===== config.mk =====
export PLATFORM = sky130hd
export DESIGN_NAME = exposure_ctrl
export DESIGN_NICKNAME = d
export VERILOG_FILES = /design/src/rtl/exposure_ctrl.sv
export SDC_FILE = /design/constraint.sdc
export NUM_CORES = 1
export LEC_CHECK = 0
export CORE_MARGIN = 2
export CORE_UTILIZATION = 45
export CTS_BUF_LIST = sky130_fd_sc_hd__clkbuf_8
export CTS_CLUSTER_SIZE = 14
export DETAILED_ROUTE_END_ITERATION = 12
export GPL_ROUTABILITY_DRIVEN = 1
export PLACE_DENSITY_LB_ADDON = 0.1
export SKIP_CTS_REPAIR_TIMING = 1
export SLEW_MARGIN = 0
export SYNTH_ARGS = -nofsm -noshare
export SYNTH_HDL_FRONTEND = slang
export SYNTH_SLANG_ARGS = --single-unit

===== constraint.sdc =====
create_clock -name Clk -period 2.2 [get_ports Clk]
set_clock_uncertainty 0.1 [all_clocks]
set_input_delay 0.44 -clock Clk [delete_from_list [all_inputs] [get_ports Clk]]
set_output_delay 0.44 -clock Clk [all_outputs]
set_load 0.02 [all_outputs]

===== src/rtl/exposure_ctrl.sv =====
// Pixel capture sequencer: IDLE (erase, exposure adjust) -> EXPOSE -> 6-step READOUT.
// Optional exposure watchdog enabled by defining EXPOSE_TIMEOUT_EN.
module exposure_ctrl #(
    parameter int unsigned EXP_MIN        = 2,
    parameter int unsigned EXP_MAX        = 30,
    parameter int unsigned EXP_DEFAULT    = 2,
    parameter int unsigned TIMEOUT_CYCLES = 40
) (
    input  logic       Clk,
    input  logic       Reset,
    input  logic       Init,
    input  logic       Exp_increase,
    input  logic       Exp_decrease,
    input  logic       Ovf5,
    output logic       Start,
    output logic [4:0] Initial,
    output logic       Erase,
    output logic       Expose,
    output logic       NRE_1,
    output logic       NRE_2,
    output logic       ADC
);

    typedef enum logic [1:0] {IDLE, EXPOSE, READOUT} state_t;

    localparam logic [4:0] EXP_MIN_C = 5'(EXP_MIN);
    localparam logic [4:0] EXP_MAX_C = 5'(EXP_MAX);
    localparam logic [4:0] EXP_DEF_C = 5'(EXP_DEFAULT);

    state_t     state_q, state_d;
    logic [2:0] step_q, step_d;
    logic [4:0] initial_q, initial_d;
    logic       start_q, start_d;
    logic       erase_q, expose_q, nre1_q, nre2_q, adc_q;
    logic       timeout_hit;

`ifdef EXPOSE_TIMEOUT_EN
    localparam int WD_W = $clog2(TIMEOUT_CYCLES + 1);
    logic [WD_W-1:0] wd_q, wd_d;

    // Counter sits at zero outside EXPOSE, so every entry starts a fresh count.
    always_comb begin
        wd_d        = (state_q == EXPOSE) ? wd_q + 1'b1 : '0;
        timeout_hit = (state_q == EXPOSE) && (wd_q == WD_W'(TIMEOUT_CYCLES - 1));
    end

    always_ff @(posedge Clk) begin
        if (!Reset) wd_q <= '0;
        else        wd_q <= wd_d;
    end
`else
    assign timeout_hit = 1'b0;
`endif

    always_comb begin
        state_d   = state_q;
        step_d    = step_q;
        initial_d = initial_q;
        start_d   = 1'b0;
        case (state_q)
            IDLE: begin
                if (Init) begin
                    state_d = EXPOSE;
                    start_d = 1'b1;
                end else if (Exp_increase && !Exp_decrease && initial_q < EXP_MAX_C) begin
                    initial_d = initial_q + 5'd1;
                end else if (Exp_decrease && !Exp_increase && initial_q > EXP_MIN_C) begin
                    initial_d = initial_q - 5'd1;
                end
            end
            EXPOSE: begin
                // Ovf5 during the Start cycle is the timer's stale flag, not a real expiry.
                if ((Ovf5 && !start_q) || timeout_hit) begin
                    state_d = READOUT;
                    step_d  = 3'd0;
                end
            end
            READOUT: begin
                if (step_q == 3'd5) begin
                    state_d = IDLE;
                    step_d  = 3'd0;
                end else begin
                    step_d = step_q + 3'd1;
                end
            end
            default: begin
                state_d = IDLE;
                step_d  = 3'd0;
            end
        endcase
    end

    // Outputs are decoded from the next state so they line up with the registered state.
    always_ff @(posedge Clk) begin
        if (!Reset) begin
            state_q   <= IDLE;
            step_q    <= 3'd0;
            initial_q <= EXP_DEF_C;
            start_q   <= 1'b0;
            erase_q   <= 1'b1;
            expose_q  <= 1'b0;
            nre1_q    <= 1'b1;
            nre2_q    <= 1'b1;
            adc_q     <= 1'b0;
        end else begin
            state_q   <= state_d;
            step_q    <= step_d;
            initial_q <= initial_d;
            start_q   <= start_d;
            erase_q   <= (state_d == IDLE);
            expose_q  <= (state_d == EXPOSE);
            nre1_q    <= !((state_d == READOUT) && (step_d == 3'd0 || step_d == 3'd1));
            nre2_q    <= !((state_d == READOUT) && (step_d == 3'd3 || step_d == 3'd4));
            adc_q     <= (state_d == READOUT) && (step_d == 3'd1 || step_d == 3'd4);
        end
    end

    assign Start   = start_q;
    assign Initial = initial_q;
    assign Erase   = erase_q;
    assign Expose  = expose_q;
    assign NRE_1   = nre1_q;
    assign NRE_2   = nre2_q;
    assign ADC     = adc_q;

endmodule


==> results of run 1 <==
-- power breakdown --
| group | total (uW) | switching [uW] | internal [uW] |
|---|---|---|---|
| clock | 260 | 101 | 159 |
| combinational | 158 | 72.8 | 84.8 |
| sequential | 323 | 16.4 | 307 |
| total | 740 | 190 | 550 |
-- per-stage QoR --
step	setup WS [ns]	instances
after global routing	0.0178	123
after floorplan	0.0200	75
after detailed placement	-0.396	118
final	0.0998	123
after global placement	-0.304	118
after CTS	-0.135	122
-- worst register-to-register path, cell delays in order, from the launching register on --
cell,delay [ns]
dfxtp_1,0.48
a2111oi_1,0.16
or3b_1,0.38
a2111o_1,0.43
or3_1,0.35
a21boi_1,0.13
-- cell usage in the layout (no fill, tap or decap), drive strengths merged --
cell           count
o31ai              1
o21ai              4
a2111o             1
fa                 1
a2111oi            1
nand2b             1
nor3b              2
nor2b              3
nand2              1
buf               14
a21boi             1
dfxtp             16
dlymetal6s2s       2
mux2i              3
nand4              1
and3               1
clkbuf             4
xor2               5
nand3              2
a22oi              1
a31oi              1
inv                2
or3                1
a21o               3
nand3b             1
o21a               1
clkdlybuf4s50     14
or3b               1
ha                 3
a21oi              6
and3b              3
nor2               6
-- metal layers --
layer	wire, um	up-vias	track usage, %
li1	-	338	-
met1	862	308	23.9
met2	700	9	25.5
met3	57	2	6.53
met4	19	0	9.09
met5	0	-	0
-- state kept, by name, indices dropped and copies added (netlist names) --
| signal | cells |
|---|---|
| ADC | 1 |
| Erase | 1 |
| Expose | 1 |
| Initial | 5 |
| NRE_1 | 1 |
| NRE_2 | 1 |
| Start | 1 |
| state_q | 2 |
| step_q | 3 |
-- cells by family after synthesis --
kind of cell               after synthesis  share of synthesized area [%]
xor gates and xnor gates                 5                           5.88
adders and majority gates                4                           7.73
DFF                                     16                           43.0
muxes                                    3                           4.03
buffers and inverters                    4                           3.19
AOI/OAI and AO/OA                       20                           17.6
and+or+nand+nor                         23                           18.5
-- layout make-up --
type	count	area, sq um
flip-flops and latches	16	320
fillers	123	432
well taps	16	20.0
repair buffers	30	270
clock buffers	4	55.1
inverters	2	7.51
multi-input cells	55	419
-- worst paths after layout --
kind | start | endpoint | slack [ns] | depth (start not counted)
setup / recovery | Initial[0] | Initial[4] | 0.1 | 5
hold / removal | Initial[4] | Initial[4] | 0.45 | 2
setup reg to reg | Initial[0] | Initial[4] | 0.1 | 5
hold reg to reg | Initial[4] | Initial[4] | 0.45 | 2
==> flow_summary.ini, run 1 <==
[clocking]
cts_buffers = 3
clk_latency_ns = 0.25
cts-root-buf = clkbuf_8
cts_tree = built
cts.clk_slew.worst_paths_ns = 0.06
h-tree-depth = 1
clk_path_buf_depth = 2
clock_sinks = 16

[timing]
final_hold_viol_count = 0
setup_violations = 0
whs_ns = 0.446
fmax_mhz = 476
period_needed_ns = 2.10
slew-limit-headroom_pct = 71.8
rsz0062_at_grt = false
maxSlewViolCount = 0
worst_slew_pin_slew_ns = 0.422
finalCritPeriodShare_pct = 95.5
tns_ns = 0

[logic_synthesis]
ys_seq_area_share_pct = 43.0
syn_nets = 85
ys.flop_type = dfxtp_1
ys_ff_latch = 16
synth.top_cell.area_share_pct = 43.0
yosys.area.top_type = dfxtp_1
synth_area_leaders = dfxtp_1 (43%), xor2_1 (5.9%), ha_1 (5.0%), a21oi_1 (4.0%), mux2i_1 (4.0%)
synth_area_sq_um = 744
yosys-top-cells-count = dfxtp_1 (16), a21oi_1 (6), nor2_1 (6), xor2_1 (5), o21ai_0 (4)
synth_cell_types = 31
synthArstFlopShare_pct = 0
synth_warnings = 0
synth.most_common_cell = dfxtp_1
avgSynthCellArea_sq_um = 9.93
syn-instance-count = 75
synth_edf_count = 0

[routing]
avgViaCountPerCell = 5.34
wl_per_cell_um = 13.3
antenna_left = 0
firstDrtPassIters = 2
vias = 657
dr.first_iter.drc_count = 9
wirelength_um = 1640
drc = 0

[place]
dp.final_hpwl_um = 1230
gp_congestion = 0.796
port_buffers = 16
placed_area_sq_um = 1010

[critical_path]
worstPathRequired_ns = 2.28
crit_path_cell_trace = a2111oi_1, or3b_1, a2111o_1, or3_1, a21boi_1
crit_type = flop to flop
slowest_stage = dfxtp_1
critical-path-top-delay-family = simple AND/OR/NAND/NOR gates
worstPathMaxFanout = 5
cp-end-kind = flop
critPathArrivalTime_ns = 2.18
slowest_delay_ns = 0.48
path_buf_inv = 0
start_kind = flop

[global_routing]
track_usage_pct = 18.0
grt_start_max_net_pins = 10
grt_first_pass_wirelength_um = 2530
grt_antenna_before_repair = 0
grt_pass1_vias = 578
grt_remaining_overflow = 0

[floorplanning]
num_rows = 14
die_w_um = 44.7
ioPinCount = 17
die_h_um = 44.7
start_util_pct = 48.9
dieArea_sq_um = 2000
coreArea_sq_um = 1520

[power]
total_power_uw = 740
ir_drop_uv = 529
p_leak_uw = 0.000485
power_density_nw_per_um2 = 678

[finish]
fin_nets = 118
post-route-util_pct = 71.7
diodes = 0
synthToLayoutAreaGrowth_pct = 46.7
drive_gt1_share_pct = 20.6
final_area_sq_um = 1090

[run_status]
status = completed

[flow_run]
drv_cap = 0

[worst_hold_path]
hold_path.class = flop to flop
Note: power is estimated with default switching activity, not from simulation.
==> inputs of run 2 (changes only) <==
--- a/config.mk
+++ b/config.mk
@@ -11,7 +11,7 @@
 export CTS_CLUSTER_SIZE = 14
 export DETAILED_ROUTE_END_ITERATION = 12
 export GPL_ROUTABILITY_DRIVEN = 1
-export PLACE_DENSITY_LB_ADDON = 0.1
+export PLACE_DENSITY = 0.75
 export SKIP_CTS_REPAIR_TIMING = 1
 export SLEW_MARGIN = 0
 export SYNTH_ARGS = -nofsm -noshare
==> constraint.sdc (replaced) <==
create_clock -name Clk -period 1.9 [get_ports Clk]
set_clock_uncertainty 0.1 [all_clocks]
set_input_delay 0.38 -clock Clk [delete_from_list [all_inputs] [get_ports Clk]]
set_output_delay 0.38 -clock Clk [all_outputs]
set_load 0.02 [all_outputs]
==> flow_summary.ini, run 2 (synthesized netlist as in run 1, its figures left out) <==
[finish]
final_area_sq_um = 1140
layout_common_cells = buf_4 (19), clkdlybuf4s50_1 (14), dfxtp_1 (11)
fin_nets = 124
post-route-util_pct = 74.5
stdcell_count = 129
synthToLayoutAreaGrowth_pct = 52.6
final_common_cell = buf_4
largest_reg_flops = 5
diodes = 0
drive_gt1_share_pct = 28.3

[clocking]
clk_path_buf_depth = 2
h-tree-depth = 1
cts-root-buf = clkbuf_8
clock_sinks = 16
clk_latency_ns = 0.25
cts_buffers = 3
cts_tree = built
cts.clk_slew.worst_paths_ns = 0.07

[global_routing]
grt_first_pass_wirelength_um = 3050
track_usage_pct = 22.2
grt_pass1_vias = 697
grt_antenna_before_repair = 0
grt_start_max_net_pins = 10
grt_remaining_overflow = 0

[floorplanning]
die_h_um = 44.7
coreArea_sq_um = 1520
die_w_um = 44.7
dieArea_sq_um = 2000
num_rows = 14
start_util_pct = 48.9
ioPinCount = 17

[routing]
highest_layer = met4
drc = 0
avgViaCountPerCell = 5.29
firstDrtPassIters = 4
wl_met3_um = 98
vias = 682
m1WireLength_um = 853
wirelength_um = 1910
antenna_left = 0
dr.first_iter.drc_count = 10
wl_per_cell_um = 14.8
route.met2.wl_um = 944

[place]
port_buffers = 16
gp_congestion = 0.841
dp.final_hpwl_um = 1320
dp.cells = 124
placed_area_sq_um = 1070
place_ws_ns = -0.601

[critical_path]
crit_path_cell_trace = nand4_1, nand3b_1, fa_2, a21o_1, a21oi_2, xor2_1, or3_1, a21boi_1
slowest_stage = fa_2
critPathArrivalTime_ns = 2.19
ff2ff_setup_slack_ns = -0.22
worstPathRequired_ns = 1.97
slowest_delay_ns = 0.39
critical-path-top-delay-family = simple AND/OR/NAND/NOR gates
path_buf_inv = 0
cp-end-kind = flop
crit_type = flop to flop
worstPathMaxFanout = 4
start_kind = flop

[timing]
worst_slew_pin_slew_ns = 0.290
whs_ns = 0.466
period_needed_ns = 2.12
rsz0062_at_grt = true
finalCritPeriodShare_pct = 112
slew-limit-headroom_pct = 80.6
fin_ws_ns = -0.221
final_hold_viol_count = 0
setup_violations = 2
fmax_mhz = 472
maxSlewViolCount = 0

[run_status]
violations = setup timing
status = finished, violations left

[flow_run]
drv_cap = 0

[power]
p_leak_uw = 0.000512
ir_drop_uv = 601
power_density_nw_per_um2 = 733

[worst_hold_path]
hold_path.class = flop to flop
## run 2: changes by cell type in the layout (fill, tap and decap cells not counted), sizes merged
| cell | previous run | this run |
|---|---|---|
| clkbuf | 4 | 3 |
| buf | 14 | 20 |
| inv | 2 | 3 |
## run 2: final cells by class
cell class / count / area (sq um)
Clock buffer: 3 / 41.3
Sequential cell: 16 / 334
Multi-Input combinational cell: 55 / 410
Clock inverter: 1 / 3.75
Fill cell: 108 / 388
Tap cell: 16 / 20.0
Inverter: 2 / 7.51
Timing Repair Buffer: 36 / 319
## run 2: power by group
part	internal [uW]	switching, uW
combinational	111	93.8
sequential	355	17.3
clock	143	113
## run 2: metrics by stage
step,power (uW),setup TNS [ns]
after detailed placement,573,-2.29
final,833,-0.340
after global placement,565,-1.95
after floorplan,479,-0.120
after CTS,832,-0.941
after global routing,870,-0.613
## run 2: per-layer routing
layer / vias to the layer above / global-route usage, %
li1: 343 / -
met1: 319 / 24.7
met2: 18 / 39.4
met3: 2 / 4.90
met4: 0 / 10.3
met5: - / 0
## run 2: worst paths after layout
kind         startpoint         end  cells past startpoint
min          state_q[0]      Expose                      1
max reg2reg  Initial[2]  Initial[4]                      8
max          Initial[2]  Initial[4]                      8
min reg2reg  state_q[0]      Expose                      1
